===== config.mk =====
export PLATFORM = sky130hd
export DESIGN_NAME = mem_arbiter
export DESIGN_NICKNAME = d
export VERILOG_FILES = /design/src/rtl/mem_arbiter.sv
export SDC_FILE = /design/constraint.sdc
export NUM_CORES = 1
export LEC_CHECK = 0
export CAP_MARGIN = 0
export CORE_UTILIZATION = 30
export DETAILED_ROUTE_END_ITERATION = 7
export PLACE_DENSITY_LB_ADDON = 0.25
export SETUP_SLACK_MARGIN = 0.5
export SLEW_MARGIN = 40
export SYNTH_ARGS = -nofsm -noshare
export SYNTH_HDL_FRONTEND = slang
export SYNTH_SLANG_ARGS = --single-unit

===== constraint.sdc =====
create_clock -name clk -period 2.9 [get_ports clk]
set_clock_uncertainty 0.1 [all_clocks]
set_input_delay 0.58 -clock clk [delete_from_list [all_inputs] [get_ports clk]]
set_output_delay 0.58 -clock clk [all_outputs]
set_load 0.02 [all_outputs]

===== src/rtl/mem_arbiter.sv =====
// Two-requester arbiter (fetch vs. load/store) in front of the single data SRAM port.
// Define MEM_ARB_RR_EN for round-robin arbitration; default is fixed priority, data over fetch.
module mem_arbiter #(
  parameter int         XLEN       = 32,
  parameter logic [2:0] IF_RD_CTRL = 3'b010
) (
  input  logic            clk,
  input  logic            rst,
  input  logic            if_req_valid,
  input  logic [XLEN-1:0] if_req_addr,
  output logic            if_req_ready,
  output logic            if_resp_valid,
  output logic [XLEN-1:0] if_resp_data,
  input  logic            d_req_valid,
  input  logic [2:0]      d_req_rd_ctrl,
  input  logic [1:0]      d_req_wr_ctrl,
  input  logic [XLEN-1:0] d_req_addr,
  input  logic [XLEN-1:0] d_req_wdata,
  output logic            d_req_ready,
  output logic            d_resp_valid,
  output logic [XLEN-1:0] d_resp_data,
  output logic [2:0]      sram_rd_ctrl,
  output logic [1:0]      sram_wr_ctrl,
  output logic [XLEN-1:0] sram_addr,
  output logic [XLEN-1:0] sram_wdata,
  input  logic [XLEN-1:0] sram_rdata,
  output logic            busy
);

  typedef enum logic [1:0] {IDLE, ISSUE, RESP} state_e;

  state_e          state_q, state_d;
  logic            win_data_q, win_data_d;
  logic [XLEN-1:0] addr_q, addr_d;
  logic [XLEN-1:0] wdata_q, wdata_d;
  logic [2:0]      rd_ctrl_q, rd_ctrl_d;
  logic [1:0]      wr_ctrl_q, wr_ctrl_d;
  logic            grant_d, grant_if;
  logic            can_accept;

`ifdef MEM_ARB_RR_EN
  // High when the most recent handshake went to the data port.
  logic            last_data_q, last_data_d;
`endif

  always_comb begin
    grant_d  = 1'b0;
    grant_if = 1'b0;
`ifdef MEM_ARB_RR_EN
    if (d_req_valid && if_req_valid) begin
      grant_d  = ~last_data_q;
      grant_if = last_data_q;
    end else begin
      grant_d  = d_req_valid;
      grant_if = if_req_valid;
    end
`else
    grant_d  = d_req_valid;
    grant_if = if_req_valid & ~d_req_valid;
`endif
  end

  assign can_accept   = ~rst & ((state_q == IDLE) | (state_q == RESP));
  assign d_req_ready  = can_accept & grant_d;
  assign if_req_ready = can_accept & grant_if;

  always_comb begin
    state_d    = state_q;
    win_data_d = win_data_q;
    addr_d     = addr_q;
    wdata_d    = wdata_q;
    rd_ctrl_d  = rd_ctrl_q;
    wr_ctrl_d  = wr_ctrl_q;
`ifdef MEM_ARB_RR_EN
    last_data_d = last_data_q;
`endif
    case (state_q)
      IDLE:    state_d = (d_req_ready || if_req_ready) ? ISSUE : IDLE;
      ISSUE:   state_d = RESP;
      RESP:    state_d = (d_req_ready || if_req_ready) ? ISSUE : IDLE;
      default: state_d = IDLE;
    endcase
    // Fetches are latched with their fixed read code so ISSUE can drive straight from the latch.
    if (d_req_ready) begin
      win_data_d = 1'b1;
      addr_d     = d_req_addr;
      wdata_d    = d_req_wdata;
      rd_ctrl_d  = d_req_rd_ctrl;
      wr_ctrl_d  = d_req_wr_ctrl;
    end else if (if_req_ready) begin
      win_data_d = 1'b0;
      addr_d     = if_req_addr;
      wdata_d    = '0;
      rd_ctrl_d  = IF_RD_CTRL;
      wr_ctrl_d  = 2'b00;
    end
`ifdef MEM_ARB_RR_EN
    if (d_req_ready || if_req_ready) begin
      last_data_d = d_req_ready;
    end
`endif
  end

  always_ff @(posedge clk) begin
    if (rst) begin
      state_q    <= IDLE;
      win_data_q <= 1'b0;
      addr_q     <= '0;
      wdata_q    <= '0;
      rd_ctrl_q  <= 3'b000;
      wr_ctrl_q  <= 2'b00;
`ifdef MEM_ARB_RR_EN
      last_data_q <= 1'b0;
`endif
    end else begin
      state_q    <= state_d;
      win_data_q <= win_data_d;
      addr_q     <= addr_d;
      wdata_q    <= wdata_d;
      rd_ctrl_q  <= rd_ctrl_d;
      wr_ctrl_q  <= wr_ctrl_d;
`ifdef MEM_ARB_RR_EN
      last_data_q <= last_data_d;
`endif
    end
  end

  // Outputs are forced quiet while rst is high so an in-flight response is dropped immediately.
  always_comb begin
    busy          = 1'b0;
    sram_rd_ctrl  = 3'b000;
    sram_wr_ctrl  = 2'b00;
    sram_addr     = '0;
    sram_wdata    = '0;
    if_resp_valid = 1'b0;
    if_resp_data  = '0;
    d_resp_valid  = 1'b0;
    d_resp_data   = '0;
    if (!rst) begin
      case (state_q)
        ISSUE: begin
          busy         = 1'b1;
          sram_rd_ctrl = rd_ctrl_q;
          sram_wr_ctrl = wr_ctrl_q;
          sram_addr    = addr_q;
          sram_wdata   = wdata_q;
        end
        RESP: begin
          if (win_data_q) begin
            d_resp_valid = 1'b1;
            d_resp_data  = sram_rdata;
          end else begin
            if_resp_valid = 1'b1;
            if_resp_data  = sram_rdata;
          end
        end
        default: ;
      endcase
    end
  end

endmodule


==> reports/summary.json <==
{
  "met2RoutedLength": {"value": 8000, "unit": "microns"},
  "post-place-ws": {"value": 79.3, "unit": "ps"},
  "outcome": {"value": "completed"},
  "cp_top_family": {"value": "simple AND/OR/NAND/NOR gates"},
  "clock_path_buffers": {"value": 2},
  "post-route-drc-count": {"value": 0},
  "pwr-share-comb": {"value": 20.4, "unit": "%"},
  "post-route-period-util": {"value": 82.8, "unit": "%"},
  "slew-limit-headroom": {"value": 56.7, "unit": "%"},
  "total_internal_power": {"value": 2.06, "unit": "mW"},
  "cpMaxStageDelayCell": {"value": "or2_4"},
  "seq_power_share": {"value": 39.2, "unit": "%"},
  "reg2reg_depth": {"value": 5},
  "worst_setup_hold_path_clk_slew": {"value": 60, "unit": "ps"},
  "globalplace.congestion": {"value": 0.744},
  "mostFrequentLayoutCell": {"value": "clkdlybuf4s50_1"},
  "reg2reg_launch_point": {"value": "state_q[0]$_SDFF_PP0_"},
  "worst_setup_path_end_kind": {"value": "output pin"},
  "regToRegEndpoint": {"value": "addr_q[27]$_SDFFE_PP0P_"},
  "timing.hold.worst_path_depth": {"value": 2},
  "topRoutingLayerUsed": {"value": "met4"},
  "r2r_slack": {"value": 1250, "unit": "ps"},
  "drt_pre_antenna_iters": {"value": 4},
  "post_synth_main_area_contributors": {"value": "dfxtp_1, and2_1, a21oi_1, mux2i_1, a211oi_1"},
  "ys_warn_count": {"value": 0},
  "setup.worst_path.start_class": {"value": "input port"},
  "wirelength_met1": {"value": 5190, "unit": "microns"},
  "max_slew.worst_pin.slew": {"value": 650, "unit": "ps"},
  "net_switching_fraction_of_the_power": {"value": 25.6, "unit": "%"},
  "initial_antenna_violation_count": {"value": 1},
  "clock_insertion_delay_worst_skew": {"value": 320, "unit": "ps"},
  "rsz0062_at_grt": {"value": "yes"},
  "yosys.area.top_type_share": {"value": 37.7, "unit": "%"},
  "setup_total_negative_slack": {"value": 0, "unit": "ps"},
  "max_cap_viol_count": {"value": 0},
  "row_count": {"value": 40},
  "post_synthesis_to_final_layout_area_growth": {"value": 84.9, "unit": "%"},
  "final.setup.worst_slack": {"value": 498, "unit": "ps"},
  "tritoncts": {"value": "built"},
  "die-width": {"value": 115, "unit": "microns"},
  "pwr_density_cell": {"value": 392, "unit": "mW/mm^2"},
  "min_path_type": {"value": "reg -> reg"},
  "fmax": {"value": 416, "unit": "MHz"},
  "first_pass_grt_wire_length": {"value": 21400, "unit": "microns"},
  "worst-endpoint-arrival": {"value": 1720, "unit": "ps"},
  "routed-wl-met3": {"value": 1190, "unit": "microns"},
  "critical_path.max_stage_delay": {"value": 250, "unit": "ps"},
  "netlist_area_pre_place": {"value": 0.00382, "unit": "sq mm"},
  "largest_net_degree_at_the_start_of_global_routing": {"value": 42},
  "die_y": {"value": 115, "unit": "microns"},
  "worst_ep_required_time": {"value": 2220, "unit": "ps"},
  "first_global_vias": {"value": 4300},
  "number_of_port_buffers": {"value": 274},
  "antenna_violating_nets_left": {"value": 0},
  "min_to": {"value": "wdata_q[22]$_SDFFE_PP0P_"},
  "drt_iter0_markers": {"value": 139},
  "total_setup_violations_reported_at_the_end_of_the_flow": {"value": 0},
  "irDropWorstVdd": {"value": 0.000240, "unit": "V"},
  "fillers": {"value": 1190},
  "holdCritStartpoint": {"value": "wdata_q[22]$_SDFFE_PP0P_"},
  "cp_num_buf_inv": {"value": 4},
  "switching_power": {"value": 707, "unit": "uW"},
  "post_drt_via_cell_ratio": {"value": 4.79},
  "path_cells": {"value": "buf_8, or2_4, nor3b_4, buf_4, buf_12, and2_1, clkbuf_2"},
  "cts.sink_count": {"value": 72},
  "design.core.area": {"value": 0.0122, "unit": "sq mm"},
  "yosysUniqueCellTypes": {"value": 23},
  "cts_inserted_buffers": {"value": 9},
  "post-dp-hpwl": {"value": 10300, "unit": "microns"},
  "share_of_cells_above_drive_strength_1": {"value": 30.3, "unit": "%"},
  "synth_nets": {"value": 610},
  "globalRouteTotalUtil": {"value": 21.0, "unit": "%"},
  "wl_per_cell": {"value": 16.0, "unit": "microns"},
  "layout.cells.most_common_list": {"value": "clkdlybuf4s50_1, and2_1, dfxtp_1"},
  "design.portCount": {"value": 275},
  "min_period": {"value": 2400, "unit": "ps"},
  "clockPowerShare": {"value": 40.4, "unit": "%"},
  "fin_hold_ws": {"value": 373, "unit": "ps"},
  "start_util": {"value": 31.3, "unit": "%"},
  "timing.final.hold_violations": {"value": 0},
  "synth_cells": {"value": 473},
  "routed_wirelength": {"value": 14600, "unit": "microns"},
  "path_class": {"value": "in -> out"},
  "clockRootBuffer": {"value": "clkbuf_16"},
  "dieArea": {"value": 0.0132, "unit": "sq mm"},
  "post-synth-top-area-cell": {"value": "dfxtp_1"},
  "leakagePower": {"value": 3.11, "unit": "nW"},
  "num-nets-final": {"value": 879},
  "syn_avg_cell_area": {"value": 8.08, "unit": "sq um"},
  "maxSlewViolCount": {"value": 0},
  "critical_path.max_fanout": {"value": 17},
  "clock_tree.htree_level_count": {"value": 3},
  "synth_seq_cells": {"value": 72},
  "synth_seq_area_share": {"value": 37.7, "unit": "%"},
  "route.vias.total": {"value": 4386},
  "holdBufCountCts": {"value": 0},
  "grt.overflow.total": {"value": 0}
}
power groups by stage:
stage | clock network [mW] | registers (mW) | logic [mW]
detailed placement | 0 | 1.10 | 0.535
global route | 1.17 | 1.09 | 0.611
CTS | 1.13 | 1.08 | 0.539
floorplan | 0 | 1.09 | 0.239
global placement | 0 | 1.10 | 0.525
finish | 1.12 | 1.09 | 0.565
metrics by stage:
step | util [%] | area, sq um | std cells | power, mW
detailed placement | 55.1 | 6730 | 885 | 1.64
global route | 57.8 | 7060 | 916 | 2.88
global placement | 55.1 | 6730 | 885 | 1.63
floorplan | - | 3820 | 473 | 1.33
CTS | 55.5 | 6770 | 911 | 2.75
finish | 57.8 | 7060 | 916 | 2.77
layout make-up:
class                           count  area (sq um)  area share (%)
Antenna cell                        1          2.50          0.0354
Clock buffer                       11           243            3.44
Clock inverter                      5          56.3           0.797
Inverter                            1          3.75          0.0531
Multi-Input combinational cell    354          2280            32.3
Sequential cell                    72          1450            20.5
Tap cell                          168           210            2.98
Timing Repair Buffer              304          2820            40.0
cell usage after synthesis:
master and number:
and2_1 133, dfxtp_1 72, a21oi_1 70, o21ai_0 37, nand2_1 36, a211oi_1 32
mux2i_1 32, clkbuf_1 25, buf_2 16, buf_4 4, nor2_2 2, nor3_1 2
nor3b_1 2, and3_1 1, buf_1 1, inv_1 1, nand2b_1 1, nor2_1 1
nor2b_1 1, nor3b_2 1, nor3b_4 1, or2_1 1, or2_2 1
per-layer routing:
metal	up-vias	track usage [%]
met1	2037	20.4
met3	16	6.01
met2	193	41.4
li1	2140	-
met5	-	0
met4	0	7.71
kinds of logic after synthesis:
family | after synthesis | synth area share [%]
AND/OR/NAND/NOR | 183 | 28.0
AO/OA/AOI/OAI | 139 | 20.3
flip-flops | 72 | 37.7
buffers and inverters | 47 | 5.54
multiplexers | 32 | 8.39
tightest hold or removal path, stage by stage (launching register included):
cell and delay [ps]:
dfxtp_1 300, o21ai_0 60, a21oi_1 60
registers in the layout (all words and copies together), names as in the netlist:
| signal | flops |
|---|---|
| state_q | 2 |
| rd_ctrl_q | 3 |
| addr_q | 32 |
| wr_ctrl_q | 2 |
| wdata_q | 32 |
| win_data_q | 1 |
worst max path at each step:
stage / depth (start not counted) / slack (ps) / from / end
detailed placement: 6 / 80 / rst / sram_rd_ctrl[0]
floorplan: 4 / 510 / rst / sram_addr[25]
finish: 7 / 500 / rst / if_resp_data[18]
CTS: 6 / 340 / state_q[0]$_SDFF_PP0_ / if_resp_data[18]
global placement: 7 / 100 / rst / d_resp_data[14]
global route: 8 / 450 / rst / sram_wdata[18]
timing repair:
| item | CTS | global route |
|---|---|---|
| resized for setup | 573 | 148 |
| setup buffers | 7 | 2 |
| pin swaps | 2 | 21 |
| setup endpoints to repair | 138 | 118 |
| cloned | 3 | 2 |
Note: power is estimated with default switching activity, not from simulation.
